<file path="src/rtl/myoquad_array.sv">
// myoquad_array: N-channel differential quadrature decoder with Avalon-MM register access.
// Per channel: 2-FF sync, glitch filter, 4x decode, windowed velocity, fault/illegal error counting.
module myoquad_array #(
   parameter int NUM_CH     = 4,
   parameter int POS_W      = 32,
   parameter int VEL_W      = 16,
   parameter int FILT_LEN   = 4,
   parameter int VEL_PERIOD = 50000,
   parameter int AW         = $clog2(NUM_CH) + 2
) (
   input  logic              clk,
   input  logic              reset_n,
   input  logic [AW-1:0]     address,
   input  logic              read,
   input  logic              write,
   input  logic [31:0]       writedata,
   output logic [31:0]       readdata,
   input  logic [NUM_CH-1:0] quad_apos,
   input  logic [NUM_CH-1:0] quad_aneg,
   input  logic [NUM_CH-1:0] quad_bpos,
   input  logic [NUM_CH-1:0] quad_bneg,
   output logic              irq
);
   localparam int WW = $clog2(VEL_PERIOD + 1);
   localparam logic signed [POS_W-1:0] VMAX = {{(POS_W-VEL_W+1){1'b0}}, {(VEL_W-1){1'b1}}};
   localparam logic signed [POS_W-1:0] VMIN = ~VMAX;
   logic [WW-1:0]     wcnt;
   logic              tc;
   logic [1:0]        sv;
   logic [AW-1:0]     ch;
   logic [1:0]        r;
   logic [31:0]       rdv [NUM_CH];
   logic [31:0]       rsel;
   logic [NUM_CH-1:0] ie;
   assign ch = address >> 2;
   assign r  = address[1:0];
   assign tc = wcnt == WW'(VEL_PERIOD - 1);
   // sv[1] marks the synchronisers as holding real pin samples rather than reset zeros
   always_ff @(posedge clk or negedge reset_n)
      if (!reset_n) begin
         wcnt     <= '0;
         sv       <= '0;
         irq      <= 1'b0;
         readdata <= '0;
      end else begin
         wcnt <= tc ? '0 : wcnt + WW'(1);
         sv   <= {sv[0], 1'b1};
         irq  <= |ie;
         if (read) readdata <= rsel;
      end
   always_comb begin
      rsel = '0;
      for (int i = 0; i < NUM_CH; i++)
         if (ch == AW'(i)) rsel = rdv[i];
   end
   for (genvar g = 0; g < NUM_CH; g++) begin : g_ch
      logic [3:0]              s1, s2, ca, cb;
      logic                    fa, fb, vld, fq, ediff, eill;
      logic [1:0]              prev, cur, chg, inc;
      logic [POS_W-1:0]        pos, rbase;
      logic signed [POS_W-1:0] d;
      logic [VEL_W-1:0]        vel, vnx;
      logic [15:0]             ecnt, ebase;
      logic [16:0]             esum;
      logic [2:0]              ctrl;
      logic                    sel, wpos, werr, wctl, fault, dr, il, step, up;
      assign sel   = ch == AW'(g);
      assign wpos  = write & sel & (r == 2'd0);
      assign werr  = write & sel & (r == 2'd2);
      assign wctl  = write & sel & (r == 2'd3);
      assign cur   = {fa, fb};
      assign chg   = prev ^ cur;
      assign il    = vld & (&chg);
      assign step  = vld & (^chg);
      assign up    = prev[1] ^ cur[0] ^ ctrl[1];
      assign fault = sv[1] & ((s2[3] == s2[2]) | (s2[1] == s2[0]));
      assign dr    = fault & ~fq;
      assign inc   = {1'b0, dr} + {1'b0, il};
      assign ebase = (werr & writedata[31]) ? '0 : ecnt;
      assign esum  = {1'b0, ebase} + {15'b0, inc};
      assign d     = pos - rbase;
      assign vnx   = d > VMAX ? VMAX[VEL_W-1:0] : d < VMIN ? VMIN[VEL_W-1:0] : d[VEL_W-1:0];
      assign ie[g] = ctrl[2] & (ediff | eill);
      assign rdv[g] = r == 2'd0 ? 32'($signed(pos)) :
                      r == 2'd1 ? 32'($signed(vel)) :
                      r == 2'd2 ? {ecnt, 14'b0, eill, ediff} : {29'b0, ctrl};
      always_ff @(posedge clk or negedge reset_n)
         if (!reset_n) begin
            s1    <= '0;
            s2    <= '0;
            ca    <= '0;
            cb    <= '0;
            fa    <= 1'b0;
            fb    <= 1'b0;
            prev  <= '0;
            vld   <= 1'b0;
            fq    <= 1'b0;
            pos   <= '0;
            rbase <= '0;
            vel   <= '0;
            ediff <= 1'b0;
            eill  <= 1'b0;
            ecnt  <= '0;
            ctrl  <= '0;
         end else begin
            s1 <= {quad_apos[g], quad_aneg[g], quad_bpos[g], quad_bneg[g]};
            s2 <= s1;
            if (s2[3] == fa) ca <= '0;
            else if (ca == 4'(FILT_LEN - 1)) begin
               fa <= s2[3];
               ca <= '0;
            end else ca <= ca + 4'd1;
            if (s2[1] == fb) cb <= '0;
            else if (cb == 4'(FILT_LEN - 1)) begin
               fb <= s2[1];
               cb <= '0;
            end else cb <= cb + 4'd1;
            // decode arms only once both filters agree with real pin levels
            prev <= cur;
            vld  <= vld | (sv[1] & (s2[3] == fa) & (s2[1] == fb));
            fq   <= fault;
            if (wpos) pos <= POS_W'(writedata);
            else if (ctrl[0] & step) pos <= up ? pos + POS_W'(1) : pos - POS_W'(1);
            if (wpos) rbase <= POS_W'(writedata);
            else if (tc) rbase <= pos;
            if (tc) vel <= vnx;
            ediff <= (ediff & ~(werr & writedata[0])) | dr;
            eill  <= (eill & ~(werr & writedata[1])) | il;
            ecnt  <= esum[16] ? '1 : esum[15:0];
            if (wctl) ctrl <= writedata[2:0];
         end
   end
endmodule

</file>
<file path="config.mk">
export PLATFORM = sky130hd
export DESIGN_NAME = myoquad_array
export DESIGN_NICKNAME = d
export VERILOG_FILES = /design/src/rtl/myoquad_array.sv
export SDC_FILE = /design/constraint.sdc
export NUM_CORES = 2
export LEC_CHECK = 0
export BUFFER_PORTS_ARGS = -buffer_cell sky130_fd_sc_hd__buf_2
export CORE_ASPECT_RATIO = 1.75
export CORE_MARGIN = 8
export CORE_UTILIZATION = 30
export CTS_BUF_LIST = sky130_fd_sc_hd__clkbuf_8 sky130_fd_sc_hd__clkbuf_16
export CTS_CLUSTER_DIAMETER = 80
export DETAILED_ROUTE_END_ITERATION = 10
export MAX_ROUTING_LAYER = met4
export SLEW_MARGIN = 5
export SYNTH_ARGS = -nofsm -noshare
export SYNTH_HDL_FRONTEND = slang
export SYNTH_SLANG_ARGS = --single-unit
</file>
<file path="constraint.sdc">
create_clock -name clk -period 15.3 [get_ports clk]
set_clock_uncertainty 0.1 [all_clocks]
set_input_delay 0 -clock clk [delete_from_list [all_inputs] [get_ports clk]]
set_output_delay 0 -clock clk [all_outputs]
set_load 0.03 [all_outputs]
</file>
==> impl_metrics.py <==
metrics = {
    "critical_path": {
        "cp.required_ns": 15.74,
        "cp-end-kind": "register",
        "crit_type": "register to register",
        "r2r_slack_ns": 10.16,
        "crit_arrival_ns": 5.58,
        "worstPathMaxFanout": 32,
        "critPathLaunchType": "register",
    },
    "timing": {
        "setup_violations": 0,
        "layout_setup_ws_ns": 10.16,
        "finalHoldViolCount": 0,
        "fin_crit_sh_pct": 33.6,
        "holdWs_ns": 0.0246,
        "tightestPinTransition_ns": 1.06,
        "maxSlewViolCount": 0,
        "slew-limit-headroom_pct": 29.1,
        "finalCriticalPeriod_ns": 5.14,
        "rsz0062_at_grt": "false",
        "setup_tns_ns": 0,
        "fmax_mhz": 195,
    },
    "layout": {
        "fillerInstances": 13300,
        "area_growth_pct": 12.8,
        "final_cells": 6377,
        "stdcell_area_sq_um": 43200,
        "final_common_cell": "nand2_1",
        "drive_gt1_share_pct": 7.10,
        "nets": 4993,
        "final_cell_mix": "578 x nand2_1, 543 x dfrtp_1, 470 x a21oi_1",
    },
    "synthesis": {
        "yosys_warnings": 0,
        "ys_types": 94,
        "yosys_register_bits": 543,
        "synth-adder-area-share_pct": 9.15,
        "synth_area_leader_cell": "dfrtp_1",
        "synth.area.top_cells": "dfrtp_1 35%, ha_1 8.5%, a21oi_1 6.1%, nand2_1 5.7%, nor2_1 4.3%",
        "syn-cell-area_sq_um": 38300,
        "synth_nets": 4927,
        "synth_cells": 4598,
        "yosysSeqAreaShare_pct": 35.5,
        "synth_top_family_by_area": "compound AO/OA/AOI/OAI gates",
        "syn_avg_cell_area_sq_um": 8.33,
        "synth_mux_area_share_pct": 3.44,
        "synthXorXnorAreaFrac_pct": 6.22,
        "async_flop_share_pct": 100,
        "synth_simple_gate_area_share_pct": 18.9,
        "synth_edf_count": 0,
        "ys.flop_type": "dfrtp_1",
        "synth_top_cell_area_share_pct": 35.5,
        "synth_compound_area_share_pct": 22.7,
    },
    "power": {
        "p_seq_share_pct": 19.2,
        "switchingPower_mw": 5.90,
        "power.density_nw_per_um2": 274,
        "p_clk_share_pct": 12.5,
        "p_leak_nw": 19.4,
        "combPwrFrac_pct": 68.3,
        "internal_power_mw": 5.94,
        "ir_worst_vdd_v": 0.000123,
        "p_sw_share_pct": 49.8,
    },
    "detailed_routing": {
        "vias": 35300,
        "drc": 0,
        "dr.pass1.iters": 5,
        "wl_per_cell_um": 22.0,
        "vias_per_cell": 5.54,
        "drt-total-wl_um": 141000,
        "ant_nets": 0,
        "drtIter0Drc": 2583,
    },
    "floorplanning": {
        "die_w_um": 286,
        "ios": 89,
        "die_h_um": 489,
        "initial_utilization_pct": 30.2,
        "rows": 173,
        "core_sq_um": 127000,
        "die_area_sq_um": 140000,
    },
    "global_routing": {
        "track_usage_pct": 20.1,
        "grt_max_degree": 102,
        "first_global_vias": 35900,
        "antenna_found_initial": 13,
        "grt_first_pass_wirelength_um": 213000,
        "grt.overflow.total": 0,
    },
    "placed_design": {
        "hpwl_um": 106000,
        "dp.cells": 6197,
        "dpl_cell_area_sq_um": 40500,
        "post-place-ws_ns": 10.21,
        "gp_congestion": 0.968,
        "port_buffers": 88,
    },
    "job": {
        "maxCapViolCount": 0,
    },
    "clock_tree": {
        "post-cts-setup-buffer-count": 0,
        "clock_latency_ns": 0.67,
        "post_cts_resized": 0,
        "cts.clk_slew.worst_paths_ns": 0.07,
        "htreeDepth": 2,
        "cts_tree": "built",
        "clockBufferDepth": 3,
        "cts-root-buf": "clkbuf_16",
        "numCtsBuffers": 55,
        "cts.sink_count": 543,
    },
    "min_path": {
        "hold_class": "input port to register",
    },
    "status": {
        "status": "finished clean",
    },
}
[synth_stat cells, types with 9 or more instances]
library cell,instances
nand2_1,580
dfrtp_1,543
a21oi_1,470
nor2_1,436
o21ai_0,296
ha_1,261
inv_1,211
a31oi_1,176
clkbuf_1,168
xnor2_1,159
xor2_1,113
nand3_1,109
a21o_1,105
nor3_1,85
nand2b_1,75
nor2b_1,56
mux2i_1,52
o21a_1,51
and3_1,49
a211oi_1,48
nand4_1,36
and2_1,33
o211ai_1,32
o21bai_1,30
buf_1,25
mux4_2,24
mux2_2,22
nor3b_1,20
or3_1,19
o21ai_1,18
o22a_1,18
or2_2,17
nand3b_1,16
o31a_1,14
a311oi_1,12
fa_1,12
nor4_1,12
o2111ai_1,12
o31ai_1,12
a31o_2,11
o22ai_1,9
[per-stage QoR]
step | total power, mW | util [%]
6_report | 11.8 | 34.1
5_1_grt | 12.8 | 34.1
4_1_cts | 11.8 | 34.1
3_5_place_dp | 10.2 | 32.0
3_3_place_gp | 10.2 | 32.0
2_1_floorplan | 8.10 | -
[what timing repair did]
action | in CTS | in global routing
endpoints found under the hold margin | 414 | 0
hold buffers | 72 | 0
endpoints found under the setup margin | 0 | 0
[registers in the layout, summed over array words and instances (netlist names)]
name and flops:
g_ch.pos 128, g_ch.rbase 128, g_ch.ecnt 64, g_ch.vel 64, readdata 32, g_ch.ca 16, g_ch.cb 16, g_ch.s1 16
g_ch.s2 16, wcnt 16, g_ch.ctrl 12, g_ch.prev 8, g_ch.ediff 4, g_ch.eill 4, g_ch.fa 4, g_ch.fb 4
g_ch.fq 4, g_ch.vld 4, sv 2, irq 1
[metal layers]
layer,global-route usage [%],up-vias,part of all wire [%],wire [um]
li1,-,16600,-,-
met3,2.54,435,4.4,6220
met5,-,-,0,0
met4,12.8,0,7.5,10500
met1,20.4,17300,36,50900
met2,36.4,997,52,72900
[power by group through the flow]
stage / Combinational (mW) / Clock, mW / Sequential [mW]
final: 8.08 / 1.48 / 2.27
after global routing: 8.91 / 1.56 / 2.31
after CTS: 8.04 / 1.52 / 2.26
after detailed placement: 7.96 / 0 / 2.29
after global placement: 7.90 / 0 / 2.28
after floorplan: 5.98 / 0 / 2.12
[path summary, 6_finish.rpt]
kind / to / start / depth (start not counted)
setup / recovery: g_ch[3].pos[30] / g_ch[3].prev[1] / 16
hold / removal: readdata[4] / address[0] / 5
setup reg to reg: g_ch[3].pos[30] / g_ch[3].prev[1] / 16
hold reg to reg: sv[1] / sv[0] / 0
max in group asynchronous: g_ch[3].vel[4] / reset_n / 5
min in group asynchronous: g_ch[0].ca[3] / reset_n / 4
[cells by family after synthesis]
kind of cell,count (synthesis)
adder cells (fa/ha/maj),273
AO/OA/AOI/OAI,1415
multiplexers,99
buffers and inverters,413
flip-flops,543
other,1
XOR/XNOR,272
AND/OR/NAND/NOR,1582
[critical path, cell delays in order (launching register included)]
cell and delay (ns):
dfrtp_1 0.40, xor2_1 0.25, xnor2_2 0.16, buf_4 0.40, inv_1 0.11, fa_1 0.39
nor2b_1 0.20, o21a_1 0.15, o21ai_0 0.13, a211oi_1 0.37, o221ai_1 0.24, o21ai_0 0.59
a41oi_1 0.35, a211oi_1 0.44, a41oi_1 0.22, and3_1 0.22, o31a_1 0.27
[final cells by class]
class	count	area [sq um]	area share [%]
flip-flops and latches	543	13600	31.4
clock inverters	32	360	0.834
multi-input cells	3642	23200	53.7
clock buffers	68	1570	3.62
diodes	8	20.0	0.0463
repair buffers	210	1580	3.66
well taps	1662	2080	4.81
inverters	212	796	1.84
Note: power is estimated with default switching activity, not from simulation.
